`config.mk`:
```
export PLATFORM = sky130hd
export DESIGN_NAME = lcd_time_writer
export DESIGN_NICKNAME = d
export VERILOG_FILES = /design/src/rtl/lcd_pkg.sv /design/src/rtl/lcd_bus_write.sv /design/src/rtl/lcd_time_writer.sv
export SDC_FILE = /design/constraint.sdc
export NUM_CORES = 1
export LEC_CHECK = 0
export CORE_MARGIN = 1
export CORE_UTILIZATION = 40
export CTS_BUF_LIST = sky130_fd_sc_hd__clkbuf_4 sky130_fd_sc_hd__clkbuf_8
export DETAILED_ROUTE_END_ITERATION = 12
export PLACE_DENSITY_LB_ADDON = 0.3
export SLEW_MARGIN = 20
export SYNTH_ARGS = -nofsm -noshare
export SYNTH_HDL_FRONTEND = slang
export SYNTH_SLANG_ARGS = --single-unit
export TNS_END_PERCENT = 20
```
`constraint.sdc`:
```
create_clock -name clk -period 5 [get_ports clk]
set_input_delay 1.25 -clock clk [delete_from_list [all_inputs] [get_ports clk]]
set_output_delay 1.25 -clock clk [all_outputs]
set_load 0.01 [all_outputs]
```
`src/rtl/lcd_pkg.sv`:
```
// rtl/lcd_pkg.sv - shared command/character constants, state types and helpers for the LCD time writer
package lcd_pkg;

    localparam logic [7:0] LCD_FUNC_SET = 8'h38;
    localparam logic [7:0] LCD_DISP_ON  = 8'h0C;
    localparam logic [7:0] LCD_ENTRY    = 8'h06;
    localparam logic [7:0] LCD_CLEAR    = 8'h01;
    localparam logic [7:0] LCD_SET_ADDR = 8'h80;

    localparam logic [7:0] CH_COLON = 8'h3A;
    localparam logic [7:0] CH_DOT   = 8'h2E;
    localparam logic [7:0] CH_DASH  = 8'h2D;

    typedef enum logic [2:0] {
        ST_PWRUP,
        ST_INIT,
        ST_CLR_WAIT,
        ST_ADDR,
        ST_CHARS,
        ST_GAP
    } main_state_t;

    typedef enum logic [1:0] {
        PH_IDLE,
        PH_SETUP,
        PH_PULSE,
        PH_HOLD
    } bus_phase_t;

    function automatic logic [7:0] lcd_init_cmd(input logic [1:0] idx);
        case (idx)
            2'd0:    return LCD_FUNC_SET;
            2'd1:    return LCD_DISP_ON;
            2'd2:    return LCD_ENTRY;
            default: return LCD_CLEAR;
        endcase
    endfunction

    // Anything the panel cannot print as a plain glyph is shown as '-'.
    function automatic logic [7:0] lcd_sanitise(input logic [7:0] ch);
        return (ch >= 8'h20 && ch <= 8'h7E) ? ch : CH_DASH;
    endfunction

endpackage

```
`src/rtl/lcd_bus_write.sv`:
```
// rtl/lcd_bus_write.sv - one LCD bus write as SETUP/PULSE/HOLD phases, one tick each
module lcd_bus_write
    import lcd_pkg::*;
(
    input  logic       clk,
    input  logic       nreset,
    input  logic       tick,
    input  logic       start,
    input  logic       rs,
    input  logic [7:0] data,
    output logic       lcd_e,
    output logic       lcd_rs,
    output logic [7:0] lcd_data,
    output logic       done
);

    bus_phase_t phase;

    // rs/data are captured on start and held until the next start.
    always_ff @(posedge clk or negedge nreset) begin
        if (!nreset) begin
            phase    <= PH_IDLE;
            lcd_e    <= 1'b0;
            lcd_rs   <= 1'b0;
            lcd_data <= 8'h00;
            done     <= 1'b0;
        end else begin
            done <= 1'b0;
            case (phase)
                PH_IDLE: begin
                    if (start) begin
                        lcd_rs   <= rs;
                        lcd_data <= data;
                        lcd_e    <= 1'b0;
                        phase    <= PH_SETUP;
                    end
                end
                PH_SETUP: begin
                    if (tick) begin
                        lcd_e <= 1'b1;
                        phase <= PH_PULSE;
                    end
                end
                PH_PULSE: begin
                    if (tick) begin
                        lcd_e <= 1'b0;
                        phase <= PH_HOLD;
                    end
                end
                default: begin
                    if (tick) begin
                        done  <= 1'b1;
                        phase <= PH_IDLE;
                    end
                end
            endcase
        end
    end

endmodule

```
`src/rtl/lcd_time_writer.sv`:
```
// rtl/lcd_time_writer.sv - initialises an HD44780 LCD and keeps rewriting "HH:MM:SS.cc" on one line
module lcd_time_writer
    import lcd_pkg::*;
#(
    parameter int         TICK_DIV    = 40,
    parameter int         PWRUP_TICKS = 400,
    parameter int         CLR_TICKS   = 50,
    parameter int         GAP_TICKS   = 250,
    parameter logic [6:0] LINE_ADDR   = 7'h00
) (
    input  logic       clk,
    input  logic       nreset,
    input  logic [7:0] hour_10,
    input  logic [7:0] hour_1,
    input  logic [7:0] min_10,
    input  logic [7:0] min_1,
    input  logic [7:0] sec_10,
    input  logic [7:0] sec_1,
    input  logic [7:0] cnt_10,
    input  logic [7:0] cnt_1,
    output logic       lcd_e,
    output logic       lcd_rs,
    output logic       lcd_rw,
    output logic [7:0] lcd_data,
    output logic       init_done,
    output logic       frame_done
);

    localparam logic [15:0] TICK_LAST = 16'(TICK_DIV - 1);
    localparam logic [3:0]  CHAR_LAST = 4'd10;
    localparam logic [7:0]  ADDR_CMD  = LCD_SET_ADDR | {1'b0, LINE_ADDR};

    logic [15:0]     tick_cnt;
    logic            tick;
    main_state_t     state;
    logic [15:0]     wait_cnt;
    logic [31:0]     wait_lim;
    logic            wait_over;
    logic [1:0]      init_idx;
    logic [3:0]      char_idx;
    logic [3:0]      char_sel;
    logic [7:0]      char_byte;
    logic [7:0][7:0] snap;
    logic            bw_start;
    logic            bw_rs;
    logic [7:0]      bw_data;
    logic            bw_done;

    assign lcd_rw = 1'b0;
    assign tick   = (tick_cnt == TICK_LAST);

    always_ff @(posedge clk or negedge nreset) begin
        if (!nreset) begin
            tick_cnt <= 16'd0;
        end else if (tick) begin
            tick_cnt <= 16'd0;
        end else begin
            tick_cnt <= tick_cnt + 16'd1;
        end
    end

    // A limit of 0 or 1 both finish on the first tick seen in the wait state.
    always_comb begin
        case (state)
            ST_PWRUP:    wait_lim = 32'(PWRUP_TICKS);
            ST_CLR_WAIT: wait_lim = 32'(CLR_TICKS);
            default:     wait_lim = 32'(GAP_TICKS);
        endcase
        wait_over = ({16'd0, wait_cnt} + 32'd1) >= wait_lim;
    end

    // Byte for the character write about to be issued: index 0 when leaving ADDR.
    always_comb begin
        char_sel = (state == ST_CHARS) ? (char_idx + 4'd1) : 4'd0;
        case (char_sel)
            4'd0:    char_byte = lcd_sanitise(snap[0]);
            4'd1:    char_byte = lcd_sanitise(snap[1]);
            4'd2:    char_byte = CH_COLON;
            4'd3:    char_byte = lcd_sanitise(snap[2]);
            4'd4:    char_byte = lcd_sanitise(snap[3]);
            4'd5:    char_byte = CH_COLON;
            4'd6:    char_byte = lcd_sanitise(snap[4]);
            4'd7:    char_byte = lcd_sanitise(snap[5]);
            4'd8:    char_byte = CH_DOT;
            4'd9:    char_byte = lcd_sanitise(snap[6]);
            4'd10:   char_byte = lcd_sanitise(snap[7]);
            default: char_byte = CH_DASH;
        endcase
    end

    always_ff @(posedge clk or negedge nreset) begin
        if (!nreset) begin
            state      <= ST_PWRUP;
            wait_cnt   <= 16'd0;
            init_idx   <= 2'd0;
            char_idx   <= 4'd0;
            snap       <= '0;
            bw_start   <= 1'b0;
            bw_rs      <= 1'b0;
            bw_data    <= 8'h00;
            init_done  <= 1'b0;
            frame_done <= 1'b0;
        end else begin
            bw_start   <= 1'b0;
            frame_done <= 1'b0;
            case (state)
                ST_PWRUP: begin
                    if (tick) begin
                        if (wait_over) begin
                            state    <= ST_INIT;
                            init_idx <= 2'd0;
                            bw_start <= 1'b1;
                            bw_rs    <= 1'b0;
                            bw_data  <= lcd_init_cmd(2'd0);
                        end else begin
                            wait_cnt <= wait_cnt + 16'd1;
                        end
                    end
                end
                ST_INIT: begin
                    if (bw_done) begin
                        if (init_idx == 2'd3) begin
                            state    <= ST_CLR_WAIT;
                            wait_cnt <= 16'd0;
                        end else begin
                            init_idx <= init_idx + 2'd1;
                            bw_start <= 1'b1;
                            bw_rs    <= 1'b0;
                            bw_data  <= lcd_init_cmd(init_idx + 2'd1);
                        end
                    end
                end
                ST_CLR_WAIT, ST_GAP: begin
                    if (tick) begin
                        if (wait_over) begin
                            // Snapshot is taken here so a frame never mixes old and new digits.
                            init_done <= 1'b1;
                            state     <= ST_ADDR;
                            snap      <= {cnt_1, cnt_10, sec_1, sec_10, min_1, min_10, hour_1, hour_10};
                            bw_start  <= 1'b1;
                            bw_rs     <= 1'b0;
                            bw_data   <= ADDR_CMD;
                        end else begin
                            wait_cnt <= wait_cnt + 16'd1;
                        end
                    end
                end
                ST_ADDR: begin
                    if (bw_done) begin
                        state    <= ST_CHARS;
                        char_idx <= 4'd0;
                        bw_start <= 1'b1;
                        bw_rs    <= 1'b1;
                        bw_data  <= char_byte;
                    end
                end
                ST_CHARS: begin
                    if (bw_done) begin
                        if (char_idx == CHAR_LAST) begin
                            frame_done <= 1'b1;
                            state      <= ST_GAP;
                            wait_cnt   <= 16'd0;
                        end else begin
                            char_idx <= char_idx + 4'd1;
                            bw_start <= 1'b1;
                            bw_rs    <= 1'b1;
                            bw_data  <= char_byte;
                        end
                    end
                end
                default: state <= ST_PWRUP;
            endcase
        end
    end

    lcd_bus_write u_bus_write (
        .clk      (clk),
        .nreset   (nreset),
        .tick     (tick),
        .start    (bw_start),
        .rs       (bw_rs),
        .data     (bw_data),
        .lcd_e    (lcd_e),
        .lcd_rs   (lcd_rs),
        .lcd_data (lcd_data),
        .done     (bw_done)
    );

endmodule

```
* After elaboration in Yosys (flattened, before gate mapping)
Cells that the tools add are included.
Storage, ports and cells: register bits after elaboration 130, input port bits 66, output and inout port bits 13, word-level logic and storage cells 196
Cells by class: add/subtract/negate cells 5, magnitude comparators 17, equality and inequality tests 39, multiplexer cells 79, reduce and logical (&&, ||, !) cells 33
Operators by type and width (number):
- $mux 8 | 17
- $mux 16 | 7
- $pmux 8 s10 | 1
- $ge 8x6->1 const B | 8
- $le 8x7->1 const B | 8
- $pmux 16 s3 | 1
- $pmux 8 s5 | 1
- $add 16x1->16 const B | 2
- $ge 17x32->1 | 1
- $mux 3 | 9
- $mux 1 | 22
- $ne 2x2->1 const B | 11
- $pmux 6 s3 | 1
- $pmux 9 s2 | 1
- $add 16x1->17 const B | 1
- $eq 16x6->1 const B | 1
- $eq 4x3->1 const B | 4
- $eq 4x4->1 const B | 4
- $mux 2 | 8
- $mux 4 | 4
- $pmux 3 s5 | 1
- $ne 2x1->1 const B | 6
- $reduce_and 4->1 | 3
- $reduce_and 10->1 | 1
- other kinds (30) | 50

* Longest topological paths before layout
word-level depth 8, mapped depth 15, mapped depth without buffers 13

* Hierarchy
Synthesis repeated with hierarchy kept, for this count alone.
Unflattened totals: cell total of the unflattened synthesis 658, area total of the unflattened synthesis 6960.4 µm²
By module, submodules not included:
- lcd_time_writer | times used 1, cells an instance 615, area each 6363.6 µm², seq. area each 2927.8 µm²
- lcd_bus_write | times used 1, cells an instance 43, area each 596.8 µm², seq. area each 325.3 µm²

* Least setup slack after synthesis
No wires, ideal clock.
path type register to register, start point register wait_cnt[0], end point register bw_data[0], library setup time 0.125 ns, arrival 3.135 ns, setup slack 1.740 ns, cell stages (with the launch flop) 16, buffers on the path 2, cell sequence dfrtp_1 -> ha_1 -> nand3_1 -> nor2_1 -> nand2_1 -> xnor2_1 -> ha_1 -> a21oi_1 -> nand3_1 -> mux2i_1 -> o21ai_1 -> or4_1 -> buf_2 -> a21o_1 -> buf_6 -> mux2_4
Between the ends: word-level cells in the longest chain between the ends 4, elaborated cells between the ends (all ways) 5
Ends and longest elaborated chain:
- start: declaration | RTL line lcd_time_writer.sv:36 | logic [15:0] wait_cnt;
- start signal: assignment | RTL line lcd_time_writer.sv:116 | wait_cnt <= wait_cnt + 16'd1;
- start signal: assignment | RTL line lcd_time_writer.sv:144 | wait_cnt <= wait_cnt + 16'd1;
- $add 16x1->17 (*) | RTL line lcd_time_writer.sv:69 | wait_over = ({16'd0, wait_cnt} + 32'd1) >= wait_lim;
- $ge 17x32->1 (*) | RTL line lcd_time_writer.sv:69
- $ne 2x2->1 (no line)
- $reduce_and 10->1 (no line) (*)
- end signal: assignment | RTL line lcd_time_writer.sv:114 | bw_data <= lcd_init_cmd(2'd0);
- end signal: assignment | RTL line lcd_time_writer.sv:129 | bw_data <= lcd_init_cmd(init_idx + 2'd1);
- end signal: assignment | RTL line lcd_time_writer.sv:154 | bw_data <= char_byte;
- end: declaration | RTL line lcd_time_writer.sv:46 | logic [7:0] bw_data;
Every way passes the cells marked *; elsewhere a longest branch is shown, timed or not. A chain may end at the register's enable or synchronous reset.

* Final worst setup path
start point register wait_cnt[0], end point register snap[56] in the netlist's numbering
Between the ends: word-level cells in the longest chain between the ends 3
Ends and longest elaborated chain:
- $add 16x1->17 | RTL line lcd_time_writer.sv:69
- $ge 17x32->1 | RTL line lcd_time_writer.sv:69
- $reduce_and 3->1 (no line)
- end signal: assignment | RTL line lcd_time_writer.sv:139 | snap <= {cnt_1, cnt_10, sec_1, sec_10, min_1, min_10, hour_1, hour_10};
- end: declaration | RTL line lcd_time_writer.sv:43 | logic [7:0][7:0] snap;
No other way between the ends.

==> metrics.txt <==
Worst Skew 0.01337 ns; Register-to-Register Path Depth 14; fin util 48.85%; sw frac 23.65%; Post-Route Setup TNS 0 ns; met2 Use GR between 30% and 40%; final hold vios 0; Pint 1.543 mW; maxcap violations 0; Worst-Skew Late Latency between 0.4 and 0.5 ns; Mapped Area 0.007161 mm²; Least-Margin Pin Slew 0.8946 ns; Crit. Startpoint wait_cnt[0]$_DFFE_PN0P_; gr usage total 20.72%; Slew HR 40.16%; leak pwr just under 4 nW; Remaining DRCs 0; worst endpoint data arrival time 4.15 ns; max frequency around 0.26 GHz; CTS tree yes; Reg-to-Reg End snap[56]$_DFFE_PN0P_; I/O pin total 79; PostCTS Resize Cnt 0; worst hold start init_done$_DFFE_PN0P_; routed len/inst 17.97 µm; reg2reg setup slack 1.17 ns; vias per cell 5.652; cts bufs inserted 17; CP Launch Type register; #FFs+latches synth 130; RSZ-0062 raised after global routing false; H-tree depth 4; min Tclk post-route 3.831 ns; core area ~0.017 mm²; Peak VDD IR 0.1596 mV; Clock power frac 44.4%; Area Overhead vs Synth 18.82%; Final Wtd Congestion 0.9112; drt first pass iters 4; WP data required about 5.3 ns; FP Rows 48; die area 0.01844 mm²; dpl hpwl 13250 µm; largest net degree at the start of global routing 66; die span in y 135.8 µm; synth top area cells dfrtp_1 (45%), mux2_1 (7.7%), mux2_2 (4.2%), nor2_1 (3.1%), ha_1 (2.8%); Hold Path Class reg2reg; M1 GR Usage 25.80%; Seq pwr share a little over half; initial core utilization 41.11%; Synth cell types 76; Iter 0 DRT Violations ~290; first-pass GRT wire length 29240 µm; most common cell in the synthesized netlist dfrtp_1; n_diodes 0; initial antenna violation count 0; antenna-violating nets left 0; Post-Syn Nets 772; GR peak layer met2; Yosys top cell area share 45.43%; met3 GRT Util 4.489%; EDFF count, synth 0; CTS Sinks 130; clk slew on worst S/H paths 0.08 ns; CP Class reg2reg; IO buf count 77; Nets 843; Power Density roughly 240 mW/mm²; Tcrit/Tclk final 76.61%; Async SR Flop Fraction 100.0%; hold worst-path end init_done$_DFFE_PN0P_; vias in the first global route 5704; crit-path max FO 65; combinational power share 3.7%; root buf cell clkbuf_8; gr ovfl total 0; # hold bufs at CTS 0; status finished clean; top post-synthesis cells by count dfrtp_1 (130), nor2_1 (59), mux2_1 (49), nand2_1 (37), nand3_1 (32); syn_area_per_cell 10.38 µm²; Pins Over Slew Limit 0; Yosys top cell by area dfrtp_1; Synth Warn # 0; die width 135.8 µm; hold path depth 1; Setup crit end kind register; post-synthesis sequential area ratio 45.43%; Main synth FF type dfrtp_1; Final setup viols 0; total power ~2.0 mW; Total Routed Length 17950 µm; Worst R2R Start wait_cnt[0]$_DFFE_PN0P_; NetSw about 0.48 mW; share of cells above drive strength 1 10.98%; cell count after synthesis a little under 700; Setup Buffers After CTS 0; Via Count 5646; CTS Buffer Depth 2
[power groups by stage]
stage / registers [mW] / logic (mW) / clock network (mW)
floorplan: 1.07 / 0.00137 / 0
global placement: 1.07 / 0.0748 / 0
detailed placement: 1.07 / 0.0766 / 0
CTS: 1.05 / 0.0768 / 0.924
global route: 1.05 / 0.0816 / 0.973
finish: 1.05 / 0.0740 / 0.897
[registers in the layout (all words and copies together), names as in the netlist, 2 cells and up]
signal	count
snap	64
tick_cnt	16
wait_cnt	16
bw_data	8
u_bus_write.lcd_data	8
char_idx	4
state	3
init_idx	2
u_bus_write.phase	2
[kinds of logic (layout without fill, tap and decap cells)]
| group | count (synthesis) | after routing | synth area share [%] |
|---|---|---|---|
| XOR/XNOR | 28 | 28 | 3.425 |
| AO/OA/AOI/OAI | 134 | 134 | 13.26 |
| other | 1 | 1 | 0.05237 |
| AND/OR/NAND/NOR | 248 | 248 | 18.57 |
| buffers and inverters | 50 | 134 | 3.180 |
| multiplexers | 83 | 83 | 13.28 |
| adder cells (fa/ha/maj) | 16 | 16 | 2.796 |
| flip-flops | 130 | 130 | 45.43 |
[final cells by class]
cell class / count / area [µm²]
Clock buffer: 17 / 234.0
Clock inverter: 15 / 158.9
Fill cell: 1593 / 8909
Inverter: 20 / 75.07
Multi-Input combinational cell: 510 / 3687
Sequential cell: 130 / 3253
Tap cell: 225 / 281.5
Timing Repair Buffer: 82 / 818.3
[layer usage]
metal | share of wire, % | wire [µm]
met1 | 45 | 8000
met2 | 49 | 8868
met3 | 3.3 | 595
met4 | 2.7 | 484
met5 | 0 | 0
[stage by stage]
stage / cell area (µm²) / hold WS (ns) / std cells / setup WS, ns
2_1_floorplan: 7161 / 0.4464 / 690 / 1.740
3_3_place_gp: 8115 / 0.4467 / 967 / 1.324
3_5_place_dp: 8115 / 0.4584 / 967 / 1.255
4_1_cts: 8508 / 0.4782 / 999 / 1.206
5_1_grt: 8508 / 0.4994 / 999 / 0.8595
6_report: 8508 / 0.4799 / 999 / 1.169
[how the worst max path moves through the flow]
stage / end / slack (ns)
floorplan: bw_data[0]$_DFFE_PN0P_ / 1.74
global placement: snap[1]$_DFFE_PN0P_ / 1.32
detailed placement: snap[21]$_DFFE_PN0P_ / 1.26
CTS: snap[3]$_DFFE_PN0P_ / 1.21
global route: snap[3]$_DFFE_PN0P_ / 0.86
finish: snap[56]$_DFFE_PN0P_ / 1.17
[worst max-delay path, cell delays in order, from the launching register on]
cell,delay (ns)
dfrtp_1,0.43
ha_1,0.33
nand3_1,0.19
nor2_1,0.14
nand2_1,0.07
xnor2_1,0.22
ha_1,0.29
a21oi_1,0.20
nand3_1,0.09
mux2i_1,0.13
o21ai_1,0.12
nor4_2,0.74
a211oi_4,0.08
buf_12,0.23
mux2_1,0.37
[layout by cell type, fill, tap and decap left out, types with 7 or more instances in the layout]
| cell type | count |
|---|---|
| and3_1 | 11 |
| inv_1 | 20 |
| or3_1 | 7 |
| clkbuf_8 | 17 |
| nor3_1 | 23 |
| o21ai_0 | 27 |
| nor2_1 | 59 |
| nor2b_1 | 9 |
| dfrtp_1 | 130 |
| xnor2_1 | 20 |
| o21bai_1 | 7 |
| xor2_1 | 8 |
| nand4_1 | 10 |
| mux2_1 | 49 |
| and2_1 | 11 |
| nand2b_1 | 9 |
| clkdlybuf4s50_1 | 76 |
| ha_1 | 16 |
| nand2_1 | 37 |
| nand3_1 | 32 |
| mux2_2 | 27 |
| a21oi_1 | 24 |
| a211oi_1 | 8 |
(Power assumes the default switching activity.)
